===== src/rtl/keypad_scanner.sv =====
// Matrix keypad scanner: drives one column low at a time, freezes on a press,
// debounces press and release, and reports a stable key code with a press strobe.
module keypad_scanner #(
  parameter int NROWS           = 4,
  parameter int NCOLS           = 4,
  parameter int SETTLE_CYCLES   = 16,
  parameter int DEBOUNCE_CYCLES = 1000
) (
  input  logic                             clk,
  input  logic                             reset_n,
  input  logic [NROWS-1:0]                 kpr,
  output logic [NCOLS-1:0]                 kpc,
  output logic [$clog2(NROWS*NCOLS)-1:0]   key_code,
  output logic                             key_valid,
  output logic                             key_pressed,
  output logic                             multi_key
);

  localparam int KW   = $clog2(NROWS*NCOLS);
  localparam int CW   = $clog2(NCOLS);
  localparam int RW   = $clog2(NROWS);
  localparam int MAXC = (SETTLE_CYCLES > DEBOUNCE_CYCLES) ? SETTLE_CYCLES : DEBOUNCE_CYCLES;
  localparam int CNTW = $clog2(MAXC + 1);

  localparam logic [CNTW-1:0] SETTLE_LAST = CNTW'(SETTLE_CYCLES - 1);
  localparam logic [CNTW-1:0] DB_LAST     = CNTW'(DEBOUNCE_CYCLES - 1);
  localparam logic [CW-1:0]   COL_LAST    = CW'(NCOLS - 1);

  typedef enum logic [1:0] {
    SCAN     = 2'd0,
    PRESS_DB = 2'd1,
    HELD     = 2'd2,
    REL_DB   = 2'd3
  } state_e;

  state_e            state_q, state_d;
  logic [CW-1:0]     col_q, col_d, col_next;
  logic [CNTW-1:0]   cnt_q, cnt_d;
  logic [NROWS-1:0]  pat_q, pat_d;
  logic [NROWS-1:0]  sync1_q, rs_q;
  logic [NCOLS-1:0]  kpc_q;
  logic [KW-1:0]     code_q, code_d, accept_code;
  logic              valid_q, valid_d;
  logic              pressed_q, pressed_d;
  logic              multi_q, multi_d;
  logic [RW-1:0]     low_row;
  logic [3:0]        nzero;
  logic              rs_idle;

  function automatic logic [NCOLS-1:0] col_to_kpc(input logic [CW-1:0] c);
    logic [NCOLS-1:0] m;
    m = '1;
    m[NCOLS-1-int'(c)] = 1'b0;
    return m;
  endfunction

  always_ff @(posedge clk or negedge reset_n) begin
    if (!reset_n) begin
      sync1_q <= '1;
      rs_q    <= '1;
    end else begin
      sync1_q <= kpr;
      rs_q    <= sync1_q;
    end
  end

  assign rs_idle  = (rs_q == '1);
  assign col_next = (col_q == COL_LAST) ? '0 : col_q + 1'b1;

  // Lowest closed row wins the code; more than one closed row flags multi_key.
  always_comb begin
    low_row = '0;
    nzero   = '0;
    for (int r = NROWS - 1; r >= 0; r--) begin
      if (!pat_q[r]) low_row = RW'(r);
    end
    for (int r = 0; r < NROWS; r++) begin
      nzero = nzero + {3'b000, ~pat_q[r]};
    end
    accept_code = KW'(int'(low_row) * NCOLS + int'(col_q));
  end

  always_comb begin
    state_d   = state_q;
    col_d     = col_q;
    cnt_d     = cnt_q;
    pat_d     = pat_q;
    code_d    = code_q;
    valid_d   = valid_q;
    multi_d   = multi_q;
    pressed_d = 1'b0;
    case (state_q)
      SCAN: begin
        if (cnt_q == SETTLE_LAST) begin
          cnt_d = '0;
          if (rs_idle) begin
            col_d = col_next;
          end else begin
            pat_d   = rs_q;
            state_d = PRESS_DB;
          end
        end else begin
          cnt_d = cnt_q + 1'b1;
        end
      end
      PRESS_DB: begin
        if (rs_q == pat_q) begin
          if (cnt_q == DB_LAST) begin
            state_d   = HELD;
            cnt_d     = '0;
            code_d    = accept_code;
            multi_d   = (nzero > 4'd1);
            valid_d   = 1'b1;
            pressed_d = 1'b1;
          end else begin
            cnt_d = cnt_q + 1'b1;
          end
        end else begin
          state_d = SCAN;
          cnt_d   = '0;
        end
      end
      HELD: begin
        if (rs_idle) begin
          state_d = REL_DB;
          cnt_d   = '0;
        end
      end
      REL_DB: begin
        if (rs_idle) begin
          if (cnt_q == DB_LAST) begin
            state_d = SCAN;
            cnt_d   = '0;
            valid_d = 1'b0;
            multi_d = 1'b0;
            col_d   = col_next;
          end else begin
            cnt_d = cnt_q + 1'b1;
          end
        end else begin
          state_d = HELD;
          cnt_d   = '0;
        end
      end
      default: begin
        state_d = SCAN;
        col_d   = '0;
        cnt_d   = '0;
      end
    endcase
  end

  always_ff @(posedge clk or negedge reset_n) begin
    if (!reset_n) begin
      state_q   <= SCAN;
      col_q     <= '0;
      cnt_q     <= '0;
      pat_q     <= '1;
      kpc_q     <= col_to_kpc('0);
      code_q    <= '0;
      valid_q   <= 1'b0;
      pressed_q <= 1'b0;
      multi_q   <= 1'b0;
    end else begin
      state_q   <= state_d;
      col_q     <= col_d;
      cnt_q     <= cnt_d;
      pat_q     <= pat_d;
      kpc_q     <= col_to_kpc(col_d);
      code_q    <= code_d;
      valid_q   <= valid_d;
      pressed_q <= pressed_d;
      multi_q   <= multi_d;
    end
  end

  assign kpc         = kpc_q;
  assign key_code    = code_q;
  assign key_valid   = valid_q;
  assign key_pressed = pressed_q;
  assign multi_key   = multi_q;

endmodule


===== config.mk =====
export PLATFORM = sky130hd
export DESIGN_NAME = keypad_scanner
export DESIGN_NICKNAME = d
export VERILOG_FILES = /design/src/rtl/keypad_scanner.sv
export SDC_FILE = /design/constraint.sdc
export NUM_CORES = 1
export LEC_CHECK = 0
export ABC_CLOCK_PERIOD_IN_PS = 2500
export BUFFER_PORTS_ARGS = -buffer_cell sky130_fd_sc_hd__buf_2
export CAP_MARGIN = 10
export CORE_ASPECT_RATIO = 0.5
export CORE_MARGIN = 2
export CORE_UTILIZATION = 60
export CTS_BUF_LIST = sky130_fd_sc_hd__clkbuf_8
export CTS_CLUSTER_SIZE = 16
export DETAILED_ROUTE_END_ITERATION = 6
export HOLD_SLACK_MARGIN = 0.02
export PLACE_DENSITY_LB_ADDON = 0.2
export SLEW_MARGIN = 10
export SYNTH_ARGS = -nofsm -noshare
export SYNTH_HDL_FRONTEND = slang
export SYNTH_SLANG_ARGS = --single-unit

===== constraint.sdc =====
create_clock -name clk -period 2.5 [get_ports clk]
set_input_delay 0.25 -clock clk [delete_from_list [all_inputs] [get_ports clk]]
set_output_delay 0.25 -clock clk [all_outputs]
set_load 0.03 [all_outputs]

# After elaboration in Yosys (flattened, before gate mapping)
# Index checks and enable logic that the tools add are counted.
dict set report word_totals {
  in_bits 6
  elab_cells 88
  out_inout_bits 11
  register_bits 37
}
dict set report op_classes {
  n_lt_le_gt_ge 3
  bitwise_logic 6
  n_eq_ne 17
  n_mux 37
  addsub 7
  reduce_logical 7
}
# cell n
set op_table {}
lappend op_table {{10-bit two-way mux} 5}
lappend op_table {{10-bit case mux with 4 select lines} 1}
lappend op_table {{2-bit two-way mux} 16}
lappend op_table {{2-bit != test, second input constant} 7}
lappend op_table {{10-bit by 1-bit adder with 10-bit output, second input constant} 1}
lappend op_table {{10-bit equality test, second input constant} 1}
lappend op_table {{10-bit by 4-bit equality test with 1-bit output, second input constant} 1}
lappend op_table {{1-bit two-way mux} 10}
lappend op_table {{5-bit AND reduction} 2}
lappend op_table {{2-bit case mux with 4 select lines} 1}
lappend op_table {{2-bit equality test, second input constant} 3}
lappend op_table {{3-bit != test, second input constant} 2}
lappend op_table {{3-bit AND reduction} 2}
lappend op_table {{1-bit inverter} 5}
lappend op_table {{3-bit by 1-bit adder with 4-bit output} 1}
lappend op_table {{4-bit by 2-bit adder with 4-bit output} 1}
lappend op_table {{4-bit equality test} 1}
lappend op_table {{4-bit equality test, second input constant} 1}
lappend op_table {{4-bit by 1-bit greater-than comparator with 1-bit output, second input constant} 1}
lappend op_table {{3-bit by 4-bit < comparator with 1-bit output, second input constant} 1}
lappend op_table {{4-bit inverter} 1}
lappend op_table {{1-bit case mux with 2 select lines} 2}
lappend op_table {{2-bit case mux with 2 select lines} 1}
lappend op_table {{2-bit by 1-bit adder with 3-bit output} 1}
lappend op_table {{other kinds (9)} 9}

# Logic depth before layout (Yosys ltp)
# Gate-level depths: netlist of run 1.
dict set report logic_depth {
  depth_word 11
  ltp_mapped 8
  mapped_depth_nobuf 7
}

# Worst setup path after synthesis of run 1
# OpenSTA, ideal clock, no wires.
dict set report synth_path {
  path_type {register to register}
  from {register state_q[0]}
  to {register cnt_q[4]}
  arrival_ps 1660
  n_path_buf 2
  period_less_slack_ps 1781
  t_required_ps 2378
  setup_slack_ps 719
  stages_incl_launch_ff 8
  setup_ps 122
  path_cell_list {dfrtp_1 > ha_1 > buf_1 > a22o_4 > a31oi_4 > buf_4 > o21ai_1 > a32o_1}
}
dict set report synth_between {
  elab_chain_cells 2
  elab_cells_between_ends 6
  cone_classes {eq/ne (4); mux (1); reduce/logical (1)}
}
# item line_no
set synth_rtl {}
lappend synth_rtl {{start, declared} 36} ;# state_e state_q, state_d;
lappend synth_rtl {{start signal, assigned} 165} ;# state_q <= state_d;
lappend synth_rtl {{2-bit equality test (tied with other cells)} 92} ;# case (state_q)
lappend synth_rtl {{10-bit case mux with 4 select lines or 2-bit != test (tied branches)} --}
lappend synth_rtl {{end signal, assigned} 167} ;# cnt_q <= cnt_d;
lappend synth_rtl {{end, declared} 38} ;# logic [CNTW-1:0] cnt_q, cnt_d;
# Several ways; a longest one is shown, not always the timed one.
# A chain may end at the register's enable or synchronous reset.

# Worst setup path after layout of run 1
dict set report layout_path {
  from {register state_q[0]}
  to {register cnt_q[8]}
}
# Same word-level chain as after synthesis.

==> results.ini, run 1 <==
[global_routing]
grt_use_total_pct=22.8
globalRouteOverflowTotal=0
first_global_vias=1355
grt_max_degree=38
grt_pass1_wl_mm=6.49
antenna_found_initial=0

[sta]
rsz0062_at_grt=no
fin_setup_tns_ns=0
period_minus_slack_ns=1.93
hold_viol_final=0
slew_headroom_pct=46.6
fin_worst_skew_ns=0.00705
worst_pin_slew_ns=0.801
finalSetupViolCount=0
drv_slew=0
fmax_mhz=518
period_share_pct=77.2

[die]
boundaryPins=17
core_area_mm2=0.00307
num_rows=14
dieArea_mm2=0.00378
start_util_pct=64.1
die_x_um=84.9
chipHeight_um=44.5

[clocking]
hold_buffers=0
clock_sinks=37
h-tree-depth=2
max-clock-path-buffers=2
cts-resized-gates=0
root_buffer=clkbuf_8
clk_pin_slew_ns=0.08
clk_latency_ns=0.30
cts_buffers=5
post_cts_buffers=0
tritoncts=yes

[yosys]
ys.flop_type=dfrtp_1
avgSynthCellArea_um2=10.9
syn-num-nets=193
seq_area_frac_synth_pct=48.1
netlist_instances=180
ys_types=55
ys_warn_count=0
async_flop_share_pct=100
synth_edf_count=0
yosysTopAreaCell=dfrtp_1
netlist_area_mm2=0.00196
synthTopCellsByArea=dfrtp_1 28%, dfstp_2 20%, ha_1 3.8%
yosysTopAreaCellShare_pct=28.0
ys_seq_elements=37

[status]
status=finished clean

[worst_setup_path]
crit_fanout=13
crit_path_start=state_q[0]
crit_arrival_ns=2.12
endpoint_kind=flop
reg2reg_to=cnt_q[8]
r2r_slack_ns=0.57
cp.required_ns=2.69
rr_startpoint=state_q[0]
start_kind=flop
reg2reg_depth=5
endpoint=cnt_q[8]
critical_path_class=reg -> reg

[routing]
dr_total_vias=1441
drt_first_pass_iters=4
drtIter0Drc=85
wl_per_cell_um=16.1
viasPerCell=6.08
drcViolationCount=0
drtAntennaViolNets=0
wl_mm=3.81

[placed_design]
io_buffers=16
dpl.hpwl_mm=2.68
gp_congestion=0.817
place_area_mm2=0.00206

[power]
p_int_mw=1.34
power_frac_clock_pct=24.1
seqPwrFrac_pct=39.7
switching_share_pct=37.3
p_switching_mw=0.799
comb_power_share_pct=36.2
p_leak_nw=0.986
power_density_mw_per_mm2=988
power_mw=2.14
ir_drop_uv=637

[layout]
final_util_pct=70.7
drive_gt1_share_pct=28.9
final_nets=209
antennaDiodeCount=0
area_growth_syn_to_layout_pct=10.4
final_area_mm2=0.00217
fillCellCount=208

[hold_path]
hold_path_class=in -> async

[flow_run]
cap_violations=0

-- through the flow --
step / setup slack (ns) / std cells / hold WS [ns]
after floorplan: 0.719 / 180 / -0.0456
after global placement: 0.620 / 229 / 0.345
after detailed placement: 0.610 / 229 / 0.347
after CTS: 0.593 / 237 / 0.0434
after global routing: 0.405 / 237 / 0.0332
final: 0.569 / 237 / 0.0389
-- worst max-delay path: stages, from the launching register on --
cell     delay, ns
dfrtp_1       0.41
ha_1          0.33
a32o_1        0.31
a31oi_4       0.38
nor2b_1       0.12
a32o_1        0.28
-- state kept, by name, indices dropped and copies added (netlist names), 2 cells and up --
register	cells
kpc	4
col_q	2
state_q	2
pat_q	4
sync1_q	4
cnt_q	10
rs_q	4
key_code	4
-- power groups by stage --
stage | clock network [mW] | logic, mW | registers (mW)
5_1_grt | 0.552 | 0.869 | 0.867
2_1_floorplan | 0 | 0.646 | 0.829
4_1_cts | 0.524 | 0.772 | 0.848
3_3_place_gp | 0 | 0.748 | 0.850
6_report | 0.516 | 0.777 | 0.851
3_5_place_dp | 0 | 0.765 | 0.860
-- worst min-delay path by stage --
stage | end | cells after the start | from | slack, ns
floorplan | cnt_q[0] | 0 | reset_n | -0.05
global placement | rs_q[1] | 0 | sync1_q[1] | 0.35
detailed placement | rs_q[3] | 0 | sync1_q[3] | 0.35
CTS | sync1_q[0] | 1 | kpr[0] | 0.04
global route | sync1_q[0] | 1 | kpr[0] | 0.03
finish | key_pressed | 1 | reset_n | 0.04
-- synth_stat cells, types with 2 or more instances --
| cell type | instances |
|---|---|
| nor3_1 | 5 |
| o22a_1 | 4 |
| a32o_1 | 3 |
| and4_4 | 2 |
| nand4_2 | 3 |
| o22ai_1 | 3 |
| dfstp_2 | 15 |
| a21o_1 | 5 |
| nand4_1 | 3 |
| clkbuf_1 | 4 |
| xnor2_1 | 5 |
| o21ai_0 | 7 |
| dfrtp_1 | 22 |
| nand3_1 | 9 |
| nor2_1 | 10 |
| and3_4 | 2 |
| inv_1 | 10 |
| nand2_1 | 13 |
| ha_1 | 6 |
| o21ai_1 | 3 |
| mux2i_1 | 2 |
| a21oi_1 | 9 |
| buf_4 | 2 |
| mux2_1 | 2 |
-- kinds of logic after synthesis --
kind of cell | Yosys count | share of synthesized area, %
AOI/OAI and AO/OA | 45 | 17.8
muxes | 4 | 2.17
xor gates and xnor gates | 6 | 2.68
buffers and inverters | 19 | 4.39
adders and majority gates | 7 | 4.84
DFF | 37 | 48.1
and+or+nand+nor | 62 | 20.0
-- area by class of cell --
class                           count  area [um^2]  area share (%)
Sequential cell                    37          945            43.6
Multi-Input combinational cell    124          933            43.0
Timing Repair Buffer               17         87.6            4.04
Clock buffer                        5         68.8            3.17
Tap cell                           40         50.0            2.31
Clock inverter                      3         42.5            1.96
Inverter                           11         41.3            1.90
-- cell usage in the layout, fill, tap and decap left out, drive strengths merged, types with 2 or more instances in the layout --
master  netlist  layout
a211oi        3       3
a21o          5       5
a21oi         9       9
a22o          2       2
a32o          3       3
and3          4       4
and4          2       2
buf           4      17
clkbuf        4       5
dfrtp        22      22
dfstp        15      15
ha            6       6
inv          11      12
mux2          2       2
mux2i         2       2
nand2        13      13
nand3        10      10
nand4         6       6
nor2         10      10
nor3          6       6
o21ai        10      10
o22a          4       4
o22ai         3       3
xnor2         5       5
-- routing by layer --
layer / routed length, um / global-route usage [%]
met1: 1840 / 30.8
met2: 1740 / 37.2
met3: 191 / 6.72
met4: 35 / 5.71
met5: 0 / 0
No activity file was read; power rests on OpenSTA's default activity.
==> run 2, diff against run 1 <==
--- a/config.mk
+++ b/config.mk
@@ -5,7 +5,7 @@
 export SDC_FILE = /design/constraint.sdc
 export NUM_CORES = 1
 export LEC_CHECK = 0
-export ABC_CLOCK_PERIOD_IN_PS = 2500
+export ABC_CLOCK_PERIOD_IN_PS = 2000
 export BUFFER_PORTS_ARGS = -buffer_cell sky130_fd_sc_hd__buf_2
 export CAP_MARGIN = 10
 export CORE_ASPECT_RATIO = 0.5
==> constraint.sdc (replaced) <==
create_clock -name clk -period 2 [get_ports clk]
set_input_delay 0.2 -clock clk [delete_from_list [all_inputs] [get_ports clk]]
set_output_delay 0.2 -clock clk [all_outputs]
set_load 0.03 [all_outputs]
==> results.ini, run 2 (synthesis results as in run 1) <==
[power]
p_leak_nw=1.05  ; +6.8%
power_mw=2.76  ; +29%
ir_drop_uv=783  ; +23%
power_density_mw_per_mm2=1210  ; +22%

[worst_setup_path]
crit_fanout=9  ; -4
cp_slowest_stage_delay_ns=0.57  ; +0.16 ns
crit_arrival_ns=2.16  ; +0.04 ns
start_kind=flop
cp.required_ns=2.23  ; -0.46 ns
cp_slowest_cell=dfstp_2
path_cells=and4_4 > a32o_1 > a31oi_4 > buf_4 > nor4b_1 > a21o_1
critical_path_class=reg -> reg
endpoint_kind=flop

[placed_design]
dpl.hpwl_mm=2.64  ; -1.4%
io_buffers=16  ; unchanged
gp_congestion=0.832  ; +1.8%

[flow_run]
cap_violations=0  ; unchanged

[die]
die_x_um=84.9  ; unchanged
num_rows=14  ; unchanged
boundaryPins=17  ; unchanged
chipHeight_um=44.5  ; unchanged
start_util_pct=64.1  ; unchanged
core_area_mm2=0.00307  ; unchanged
dieArea_mm2=0.00378  ; unchanged

[sta]
slew_headroom_pct=47.1  ; +0.48 points
rsz0062_at_grt=no
fmax_mhz=517  ; about the same
worst_pin_slew_ns=0.794  ; -0.00725 ns
fin_setup_tns_ns=0  ; unchanged
fin_worst_skew_ns=0.00716  ; +0.000106 ns
drv_slew=0  ; unchanged
period_share_pct=96.6  ; +19 points
hold_viol_final=0  ; unchanged
period_minus_slack_ns=1.93  ; +0.00145 ns
finalSetupViolCount=0  ; unchanged

[routing]
drcViolationCount=0  ; unchanged
drt_first_pass_iters=4  ; unchanged
drtAntennaViolNets=0  ; unchanged
wl_mm=3.79  ; -0.39%
viasPerCell=5.86  ; -3.6%
drtIter0Drc=129  ; +52%
wl_per_cell_um=15.2  ; -5.6%
dr_total_vias=1466  ; +1.7%

[clocking]
clock_sinks=37  ; unchanged
tritoncts=yes
cts_buffers=5  ; unchanged
clk_pin_slew_ns=0.07  ; about the same
h-tree-depth=2  ; unchanged
max-clock-path-buffers=2  ; unchanged
clk_latency_ns=0.29  ; about the same
root_buffer=clkbuf_8

[layout]
final_nets=222  ; +6.2%
final_common_cell=dfrtp_1
final_cell_mix=22 x dfrtp_1, 16 x buf_2, 15 x dfstp_2
largest_register_ffs=10  ; unchanged
fillCellCount=209  ; +0.48%
drive_gt1_share_pct=31.0  ; +2.0 points
area_growth_syn_to_layout_pct=16.4
antennaDiodeCount=0  ; unchanged
top_register=cnt_q

[hold_path]
hold_path_class=reg -> reg

[global_routing]
first_global_vias=1357  ; +0.15%
grt_use_total_pct=22.7  ; -0.13 points
grt_pass1_wl_mm=6.51  ; +0.32%
globalRouteOverflowTotal=0  ; unchanged
grt_max_degree=38  ; unchanged
antenna_found_initial=0  ; unchanged

[status]
status=finished clean

[run 2: report_power, final]
part	internal, mW	switching [mW]	leakage (nW)	total (mW)
combinational	0.468	0.598	0.536	1.07
clock	0.369	0.266	0.0595	0.635
sequential	0.916	0.148	0.458	1.06
total	1.75	1.01	1.05	2.76
[run 2: critical path, delay by kind of cell (launching register included)]
family	cells	cell delay, ns
and+or+nand+nor	2	0.62
AOI/OAI and AO/OA	3	0.51
buffers and inverters	1	0.18
DFF	1	0.57
[run 2: final cells by class]
type	instances	area, um^2	share of cell area [%]
Multi-Input combinational cell	124	942	41.2
Tap cell	40	50.0	2.19
Sequential cell	37	945	41.3
Clock inverter	3	42.5	1.86
Timing Repair Buffer	30	198	8.64
Clock buffer	5	68.8	3.01
Inverter	11	41.3	1.81
[run 2: through the flow]
stage	setup WS [ns]	area, um^2	util, %	hold WS (ns)	std cells
after floorplan	0.219	1960	-	-0.0956	180
after global placement	0.117	2100	68.6	0.305	235
final	0.0676	2290	74.6	0.357	250
after CTS	0.0664	2260	73.8	0.358	248
after global routing	0.00253	2290	74.6	0.361	250
after detailed placement	0.0799	2100	68.6	0.307	235
[run 2: timing repair]
item / CTS / global route
hold endpoints to repair: 8 / 0
endpoints found under the setup margin: 0 / 6
hold buffers: 5 / 0
buffers inserted: 0 / 2
resized for setup: 0 / 1
[run 2: metal layers]
| layer | wire [um] | vias up | track usage [%] |
|---|---|---|---|
| met2 | 1720 | 42 | 35.7 |
| met1 | 1870 | 716 | 31.9 |
| met4 | 14 | 0 | 2.86 |
| li1 | - | 706 | - |
| met3 | 193 | 2 | 7.84 |
| met5 | 0 | - | 0 |
[run 2: final timing paths]
| kind | start | end | slack [ns] | cells past startpoint |
|---|---|---|---|---|
| worst min register to register | sync1_q[1] | rs_q[1] | 0.36 | 0 |
| min in group asynchronous | reset_n | cnt_q[5] | 0.54 | 2 |
| worst min-delay path | sync1_q[1] | rs_q[1] | 0.36 | 0 |
| worst max-delay path | rs_q[2] | cnt_q[2] | 0.07 | 6 |
| max in group asynchronous | reset_n | cnt_q[4] | 0.96 | 2 |
| worst max register to register | rs_q[2] | cnt_q[2] | 0.07 | 6 |
==> run 3, diff against run 2 <==
--- a/config.mk
+++ b/config.mk
@@ -5,7 +5,7 @@
 export SDC_FILE = /design/constraint.sdc
 export NUM_CORES = 1
 export LEC_CHECK = 0
-export ABC_CLOCK_PERIOD_IN_PS = 2000
+export ABC_CLOCK_PERIOD_IN_PS = 2150
 export BUFFER_PORTS_ARGS = -buffer_cell sky130_fd_sc_hd__buf_2
 export CAP_MARGIN = 10
 export CORE_ASPECT_RATIO = 0.5
@@ -14,6 +14,7 @@
 export CTS_BUF_LIST = sky130_fd_sc_hd__clkbuf_8
 export CTS_CLUSTER_SIZE = 16
 export DETAILED_ROUTE_END_ITERATION = 6
+export GPL_ROUTABILITY_DRIVEN = 0
 export HOLD_SLACK_MARGIN = 0.02
 export PLACE_DENSITY_LB_ADDON = 0.2
 export SLEW_MARGIN = 10
==> constraint.sdc (replaced) <==
create_clock -name clk -period 2.15 [get_ports clk]
set_input_delay 0.215 -clock clk [delete_from_list [all_inputs] [get_ports clk]]
set_output_delay 0.215 -clock clk [all_outputs]
set_load 0.03 [all_outputs]
==> results.ini, run 3 (synthesis results as in run 1) <==
[layout]
final_nets=217  ; -2.3%
top_register=cnt_q
final_area_mm2=0.00222  ; -2.8%
final_cell_mix=22 x dfrtp_1, 16 x buf_2, 15 x dfstp_2
area_growth_syn_to_layout_pct=13.2
drive_gt1_share_pct=29.8  ; -1.2 points
largest_register_ffs=10  ; unchanged
final_common_cell=dfrtp_1
finalNonFillerCells=245  ; -2.0%
antennaDiodeCount=0  ; unchanged

[clocking]
max-clock-path-buffers=2  ; unchanged
h-tree-depth=2  ; unchanged
clk_pin_slew_ns=0.07  ; about the same
root_buffer=clkbuf_8
tritoncts=yes
clock_sinks=37  ; unchanged
clk_latency_ns=0.29  ; about the same
cts_buffers=5  ; unchanged

[flow_run]
cap_violations=0  ; unchanged

[global_routing]
globalRouteOverflowTotal=0  ; unchanged
grt_use_total_pct=24.0  ; +1.4 points
antenna_found_initial=0  ; unchanged
first_global_vias=1428  ; +5.2%
grt_max_degree=38  ; unchanged
grt_pass1_wl_mm=6.86  ; +5.3%

[placed_design]
dp.cells=233  ; -0.85%
dpl.hpwl_mm=2.67  ; +0.94%
pre_cts_ws_ns=0.212  ; +0.132 ns
place_area_mm2=0.00209  ; -0.71%
io_buffers=16  ; unchanged

[routing]
wl_mm=4.03  ; +6.1%
dr_total_vias=1471  ; +0.34%
drtAntennaViolNets=0  ; unchanged
drcViolationCount=0  ; unchanged
viasPerCell=6.00  ; +2.4%
drt_first_pass_iters=4  ; unchanged
drtIter0Drc=56  ; -57%
wl_per_cell_um=16.4  ; +8.3%

[sta]
worst_pin_slew_ns=0.782  ; -0.0117 ns
period_minus_slack_ns=1.98  ; +0.0454 ns
finalSetupViolCount=0  ; unchanged
timing.final.ws_setup_ns=0.172  ; +0.105 ns
hold_viol_final=0  ; unchanged
fin_worst_skew_ns=0.00393  ; -0.00323 ns
fin_setup_tns_ns=0  ; unchanged
rsz0062_at_grt=no
fmax_mhz=506  ; -2.3%
drv_slew=0  ; unchanged
slew_headroom_pct=47.8  ; +0.78 points
period_share_pct=92.0  ; -4.6 points

[hold_path]
hold_path_class=in -> async

[die]
dieArea_mm2=0.00378  ; unchanged
die_x_um=84.9  ; unchanged
boundaryPins=17  ; unchanged
start_util_pct=64.1  ; unchanged
num_rows=14  ; unchanged
chipHeight_um=44.5  ; unchanged
core_area_mm2=0.00307  ; unchanged

[worst_setup_path]
cp_slowest_stage_delay_ns=0.39  ; -0.18 ns
start_kind=flop
endpoint_kind=flop
crit_fanout=4  ; -5
worst_path_most_repeated_cell=a21o_1
crit_arrival_ns=2.20  ; +0.04 ns
cp.required_ns=2.37  ; +0.14 ns
path_buf_inv=2  ; +1
critical_path.top_delay_family=compound AO/OA/AOI/OAI gates
r2r_slack_ns=0.17  ; +0.10 ns
critical_path_class=reg -> reg
cp_slowest_cell=dfrtp_1
path_cells=ha_1 > and2_1 > buf_4 > nand4_2 > a21o_1 > a211oi_2 > inv_2 > a21o_1

[power]
p_leak_nw=1.01  ; -3.9%
ir_drop_uv=611  ; -22%
power_density_mw_per_mm2=1090  ; -9.7%

[status]
status=finished clean

-- run 3: report_power, final --
group          leakage (nW)  switching [mW]  internal (mW)
logic                 0.513           0.558          0.412
registers             0.458           0.126          0.852
clock network        0.0416           0.254          0.224
-- run 3: area by class of cell --
cell class | instances | area (um^2)
repair buffers | 25 | 158
clock buffers | 5 | 68.8
inverters | 11 | 41.3
flip-flops and latches | 37 | 945
clock inverters | 3 | 18.8
well taps | 40 | 50.0
fillers | 211 | 842
multi-input cells | 124 | 942
-- run 3: path summary, 6_finish.rpt --
check,from,endpoint,cells after the start
min in group clk,sync1_q[1],rs_q[1],0
worst min register to register,sync1_q[1],rs_q[1],0
worst max-delay path,cnt_q[1],kpc[2],8
max in group asynchronous,reset_n,state_q[0],1
worst min-delay path,reset_n,cnt_q[2],1
worst max register to register,cnt_q[1],kpc[2],8
-- run 3: timing repair --
action / 4_1_cts / 5_1_grt
buffers inserted: 0 / 0
endpoints found under the setup margin: 0 / 2
hold endpoints to repair: 4 / 0
hold buffers: 4 / 0
gates resized for setup: 0 / 1
-- run 3: stage by stage --
stage | power (mW) | hold slack (ns) | util (%)
floorplan | 1.72 | -0.0806 | -
global placement | 1.90 | 0.320 | 68.1
finish | 2.43 | 0.00478 | 72.5
CTS | 2.42 | 0.0500 | 72.2
global route | 2.59 | 0.0764 | 72.5
detailed placement | 1.93 | 0.322 | 68.1
-- run 3: metal layers --
metal  track usage (%)  part of all wire (%)  up-vias
li1                  -                     -      703
met1              30.7                    47      725
met2              41.9                    47       38
met3              7.09                   5.5        5
met4              5.08                  0.82        0
met5                 0                     0        -
